--- src/rtl/booth_r4_seq_mult.sv ---
// Sequential radix-4 Booth multiplier: one partial product per clock, with
// valid/ready handshakes on both sides and a per-operation signed/unsigned mode.
module booth_r4_seq_mult #(
    parameter int WIDTH = 16
) (
    input  logic               clk,
    input  logic               rst,
    input  logic               in_valid,
    output logic               in_ready,
    input  logic [WIDTH-1:0]   a,
    input  logic [WIDTH-1:0]   b,
    input  logic               signed_mode,
    output logic               out_valid,
    input  logic               out_ready,
    output logic [2*WIDTH-1:0] product,
    output logic               busy
);
    localparam int NDIG = WIDTH / 2 + 1;
    localparam int PW   = 2 * WIDTH;
    localparam int EW   = WIDTH + 2;
    localparam int CW   = $clog2(NDIG);
    localparam logic [CW-1:0] LAST_DIG = CW'(NDIG - 1);

    typedef enum logic [1:0] {
        IDLE,
        CALC,
        DONE
    } state_t;

    state_t          state_q, state_d;
    logic            in_ready_q, in_ready_d;
    logic [PW-1:0]   mcand_q, mcand_d;
    logic [EW:0]     mplier_q, mplier_d;
    logic [PW-1:0]   acc_q, acc_d;
    logic [PW-1:0]   product_q, product_d;
    logic [CW-1:0]   cnt_q, cnt_d;

    logic [PW-1:0]   a_wide;
    logic [EW-1:0]   b_ext;
    logic [PW-1:0]   term;

    // The multiplicand is held pre-extended to the full product width and
    // shifted left two places per step, so no variable shifter is needed.
    always_comb begin
        if (signed_mode) begin
            a_wide = {{WIDTH{a[WIDTH-1]}}, a};
            b_ext  = {{2{b[WIDTH-1]}}, b};
        end else begin
            a_wide = {{WIDTH{1'b0}}, a};
            b_ext  = {2'b00, b};
        end
    end

    always_comb begin
        term = '0;
        case (mplier_q[2:0])
            3'b001, 3'b010: term = mcand_q;
            3'b011:         term = mcand_q << 1;
            3'b100:         term = ~(mcand_q << 1) + PW'(1);
            3'b101, 3'b110: term = ~mcand_q + PW'(1);
            default:        term = '0;
        endcase
    end

    always_comb begin
        state_d   = state_q;
        mcand_d   = mcand_q;
        mplier_d  = mplier_q;
        acc_d     = acc_q;
        cnt_d     = cnt_q;
        product_d = product_q;
        case (state_q)
            IDLE: begin
                if (in_valid && in_ready_q) begin
                    mcand_d  = a_wide;
                    mplier_d = {b_ext, 1'b0};
                    acc_d    = '0;
                    cnt_d    = '0;
                    state_d  = CALC;
                end
            end
            CALC: begin
                acc_d    = acc_q + term;
                mcand_d  = mcand_q << 2;
                mplier_d = mplier_q >> 2;
                cnt_d    = cnt_q + CW'(1);
                if (cnt_q == LAST_DIG) begin
                    product_d = acc_q + term;
                    state_d   = DONE;
                end
            end
            DONE: begin
                if (out_ready) begin
                    state_d = IDLE;
                end
            end
            default: state_d = IDLE;
        endcase
        // Registered so that in_ready stays low during reset and rises on the first edge after it.
        in_ready_d = (state_d == IDLE);
    end

    always_ff @(posedge clk or posedge rst) begin
        if (rst) begin
            state_q    <= IDLE;
            in_ready_q <= 1'b0;
            mcand_q    <= '0;
            mplier_q   <= '0;
            acc_q      <= '0;
            cnt_q      <= '0;
            product_q  <= '0;
        end else begin
            state_q    <= state_d;
            in_ready_q <= in_ready_d;
            mcand_q    <= mcand_d;
            mplier_q   <= mplier_d;
            acc_q      <= acc_d;
            cnt_q      <= cnt_d;
            product_q  <= product_d;
        end
    end

    assign in_ready  = in_ready_q;
    assign out_valid = (state_q == DONE);
    assign busy      = (state_q != IDLE);
    assign product   = product_q;

endmodule
--- config.mk ---
export PLATFORM = sky130hd
export DESIGN_NAME = booth_r4_seq_mult
export DESIGN_NICKNAME = d
export VERILOG_FILES = /design/src/rtl/booth_r4_seq_mult.sv
export SDC_FILE = /design/constraint.sdc
export NUM_CORES = 1
export LEC_CHECK = 0
export CAP_MARGIN = 20
export CORE_ASPECT_RATIO = 0.7
export CORE_MARGIN = 5
export CORE_UTILIZATION = 60
export CTS_CLUSTER_SIZE = 30
export DETAILED_ROUTE_END_ITERATION = 8
export PLACE_DENSITY = 0.83
export SLEW_MARGIN = 30
export SYNTH_ARGS = -nofsm -noshare
export SYNTH_HDL_FRONTEND = slang
export SYNTH_SLANG_ARGS = --single-unit
--- constraint.sdc ---
create_clock -name clk -period 10.8 [get_ports clk]
set_input_delay 2.7 -clock clk [delete_from_list [all_inputs] [get_ports clk]]
set_output_delay 2.7 -clock clk [all_outputs]
set_load 0.02 [all_outputs]
# Yosys cells after proc, flatten, opt, wreduce, memory -nomap -nowiden
# Cells that the tools add are included.
# totals
regBits,122
input_bits,37
output_inout_bits,35
word_cells,47
# classes
add_sub_neg,4
eq_ne,10
n_mux,15
bitwise_logic,2
reduce_logical,9
# op_table
op,count
case mux 32 bit (2 select lines),2
case mux 32 bit (4 select lines),1
2-to-1 mux 32 bit,3
adder 32 x 1 -> 32 bit (second input constant),2
NOT 32 bit,2
case mux 19 bit (2 select lines),1
adder 32 bit,1
2-to-1 mux 19 bit,1
2-to-1 mux 18 bit,1
equality test 3 bit (second input constant),3
case mux 4 bit (2 select lines),1
equality test 3 x 2 -> 1 bit (second input constant),2
2-to-1 mux 2 bit,3
case mux 2 bit (3 select lines),1
adder 4 x 1 -> 4 bit (second input constant),1
equality test 4 bit (second input constant),1
logical NOT 2 bit,2
2-to-1 mux 4 bit,1
AND reduction 2 bit,2
nonzero test 2 bit,2
OR reduction 2 bit,2
equality test 3 x 1 -> 1 bit (second input constant),1
equality test 2 x 1 -> 1 bit (second input constant),1
equality test 2 bit (second input constant),1
2 further kinds,2

# Longest topological paths before layout
# depth
ltp_word,5
ltp_mapped,20

# Least setup slack after synthesis
# OpenSTA, ideal clock, no wires.
# synth_timing
path_type,reg2reg
startpoint,register mcand_q[7]
endpoint,"register product_q[30], in the netlist product[30]"
arrival_ns,4.488
required_ns,10.705
setup_slack_ns,6.217
stages_incl_launch_ff,19
path_cell_list,dfrtp_1 buf_2 nor4_4 nand4b_1 or3_1 or3_1 or3_1 nand2_1 xor2_1 o221ai_1 ha_1 a21oi_1 nand2_1 a2111o_1 a31oi_1 o21ai_0 o21ai_0 mux2_2 o31ai_1
# synth_between
elab_chain_len,4
word_cells_on_any_way,6
classes_between,add/sub: 3; mux: 1; bitwise: 2
# synth_lines
item,line_no,source
"start, declared",32,"logic [PW-1:0] mcand_q, mcand_d;"
"start signal, assigned",115,mcand_q <= mcand_d;
"NOT 32 bit, on equally long branches","60, 59",
"adder 32 x 1 -> 32 bit, on equally long branches","60, 59",
case mux 32 bit (4 select lines) *,56,case (mplier_q[2:0])
adder 32 bit *,88,product_d = acc_q + term;
"end signal, assigned",119,product_q <= product_d;
"end, declared",35,"logic [PW-1:0] product_q, product_d;"
# Mark *: on every way between the ends. The rest lies on a longest branch, timed or not.
# A chain may end at the register's enable or synchronous reset.

# Worst setup path in the final report
# layout_timing
startpoint,register mcand_q[2]
endpoint,"register product_q[31], in the netlist product[31]"
# The elaborated chain is that of the path after synthesis.

==> summary.txt <==
Status
  – Outcome: completed

Timing
  – Final period util: just over 50%
  – Max Clk Rate: 184 MHz
  – Clock skew: around 9 ps
  – Relative slew slack: 39.8%
  – Final setup viols: 0
  – Final min period: 5450 ps
  – Final Hold Fails: 0
  – Post-route setup slack: between 5000 and 6000 ps
  – Tightest Pin Transition: 903 ps
  – Slew Limit Fails: 0
  – Setup TNS: 0 ps
  – Unrepaired setup endpoints after global routing: no

Setup path
  – CP Launch Type: flop
  – CP max stage delay: 500 ps
  – R2R cell count: 17
  – Worst EP arrival: 5750 ps
  – Crit path max fanout: 9
  – Nature of the critical path endpoint: flop
  – Most frequent CP cell: or3_1
  – Worst r2r dst: product[31]
  – Crit-path cells: nor3_1 -> nand4b_1 -> or3_1 -> or3_1 -> or3_1 -> xor2_1 -> a221oi_1 -> a31oi_1 -> ha_1 -> nand4_1 -> nor2_1 -> nand4_1 -> and2_1 -> a21oi_1 -> a21oi_1 -> xnor2_1 -> mux2_2
  – CP max stage cell: dfrtp_1
  – Reg2reg start: mcand_q[2]
  – Crit path kind: flop to flop
  – R2R Setup Slk: 5350 ps
  – WP data required: 11,100 ps

Floorplan
  – Core box area: 13,200 sq um
  – Die ar.: 16,000 sq um
  – Die Span Y: 107 um
  – Initial Utilization: 61.5%
  – Chip width: 149 um
  – Num rows: 35
  – # IOs: 72

Placement
  – Port buffer count: 71
  – Placed Cells: roughly 1,200
  – Detailed Place HPWL: 14,700 um
  – Dpl ws: ~5600 ps
  – Gpl congestion: 0.966

Synth
  – Syn. warnings: 0
  – Post-synthesis cell count: 1,006
  – Yosys cell types: 60
  – Ys async rst share: 100%
  – FF+latch count, synth: 121
  – Synth Flop Type: dfrtp_1
  – Register area share after synthesis: between 30% and 40%
  – Mapped Area: 8110 sq um
  – Mapped Nets: 1,078
  – Number of flops mapped to enable cells by yosys: 0
  – Mean Syn Cell Area: 8.06 sq um

Routing
  – DRC errors left: 0
  – Final WL: about 22,000 um
  – DR vias/cell: 6.22
  – Pre-antenna DRT Iters: 9
  – Routed via count: 7,616
  – Final ANT Viol Nets: 0
  – Post-DR wirelength/cell: 17.7 um
  – Initial detailed-routing violation count: 775

Global route
  – Total track usage: 27.8%
  – Gr ovfl total: 0
  – Vias in the first global route: 7,237
  – Initial antenna violation count: 0
  – First-pass GRT wire length: 36,100 um
  – Largest net degree at the start of global routing: 96

Clock network
  – Post-CTS Resized: 0
  – Clock-pin slew on the worst setup and hold paths: ~60 ps
  – H-tree depth: 4
  – Number of CTS-inserted buffers: 17
  – CTS tree: yes
  – Clock Tree Buf Depth: 2
  – Root buf cell: clkbuf_16
  – Hold Buf Count CTS: 0
  – Clk_lat worst skew: approximately 420 ps
  – Clk sink count: 121
  – Postcts setup bufs: 0

Cells and area
  – P&R area growth vs syn: 16.5%
  – Most frequent cells in the layout: 132 x o21ai_0, 128 x nand2_1, 121 x dfrtp_1
  – Non-Filler Instances: 1,225
  – Ant. Diodes: 0
  – Final-layout fill cell count: slightly above 1,000
  – Final Net Count: about 1,100
  – Share of layout cells above drive strength 1: under 10%
  – Most common cell after layout, fill and taps aside: o21ai_0
  – Util after Layout: 71.7%

Min path
  – Hold_sp: product[29]
  – Min-Delay Path Class: flop to flop
  – Hold path cells: 2
  – Hold Path Sink: product[29]

Flow run
  – Max Cap Viol: 0
[layer usage]
layer,up-vias,routed length (um),GRT usage (%)
met5,-,0,0
met3,44,1970,6.36
met2,361,9840,42.9
met1,3604,9450,39.4
li1,3607,-,-
met4,0,442,8.16
[registers in the layout, indices dropped and copies added, names as in the netlist]
name / flops
cnt_q: 4
mplier_q: 18
mcand_q: 32
product: 32
acc_q: 32
state_q: 2
in_ready: 1
[worst max-delay path, delay by kind of cell, from the launching register on]
kind / cells / cell delay, ps
simple gates: 9 / 2980
xor+xnor: 2 / 350
flops: 1 / 500
mux: 1 / 280
fa+ha+maj: 1 / 380
compound gates: 4 / 840
[worst max-delay path by stage]
stage	start	endpoint	slack (ps)	depth (start not counted)
global route	mcand_q[2]	product[30]	5100	17
detailed placement	mcand_q[2]	product[31]	5560	17
finish	mcand_q[2]	product[31]	5350	17
global placement	mcand_q[2]	product[31]	5600	17
CTS	mcand_q[2]	product[31]	5520	17
floorplan	rst	acc_q[0]	4890	1
[stage by stage]
stage,instance area (sq um),hold slack [ps]
floorplan,8110,457
global placement,8820,463
detailed placement,8820,469
CTS,9440,481
global route,9450,495
finish,9450,474
[synthesized netlist by cell type (2+ instances only)]
master    number  share of area (%)
a2111o_1       2               0.28
a211oi_1       5               0.46
a21o_1        12                1.1
a21oi_1       39                2.4
a221o_1        2               0.25
a221oi_1       8               0.86
a22oi_1       17                1.6
a311o_1        2               0.25
a311oi_1       2               0.22
a31oi_1       11               0.85
and2_1         5               0.39
and3_1         4               0.31
and4_1         2               0.22
buf_1          5               0.23
buf_2          4               0.25
clkbuf_1      68                3.1
dfrtp_1      121                 37
ha_1          34                5.2
inv_1         18               0.83
mux2_2         7               0.97
nand2_1      128                5.9
nand2b_1       6               0.46
nand3_1       43                2.7
nand3b_1       3               0.28
nand4_1        7               0.54
nand4b_1       2               0.22
nor2_1       116                5.4
nor2b_1        8               0.62
nor3_1        17                1.0
nor4_4         2               0.52
o211ai_1       7               0.65
o21a_1         4               0.37
o21ai_0      132                8.1
o21bai_1       3               0.28
o221ai_1       3               0.32
o22ai_1       28                2.2
o31ai_1        9               0.83
or2_2          4               0.31
or3_1         20                1.5
or4_1          5               0.46
xnor2_1       38                4.1
xor2_1        35                3.8
[logic make-up (layout without fill, tap and decap cells)]
logic type / after synthesis / count (layout) / share of synthesized area [%]
compound gates: 295 / 295 / 22.0
buf+inv: 97 / 131 / 4.69
simple gates: 377 / 377 / 21.5
xor+xnor: 73 / 73 / 7.88
mux: 8 / 8 / 1.10
fa+ha+maj: 35 / 35 / 5.49
flops: 121 / 121 / 37.3
[cell type report]
class	count	area [sq um]	area share, %
clock buffers	18	429	4.54
repair buffers	81	790	8.36
well taps	185	231	2.45
clock inverters	14	186	1.97
inverters	18	70.1	0.742
flip-flops and latches	121	3030	32.1
multi-input cells	788	4710	49.9
Power is not shown: default switching activity piles up to over one toggle a cycle in this logic, so the estimate is an artifact.
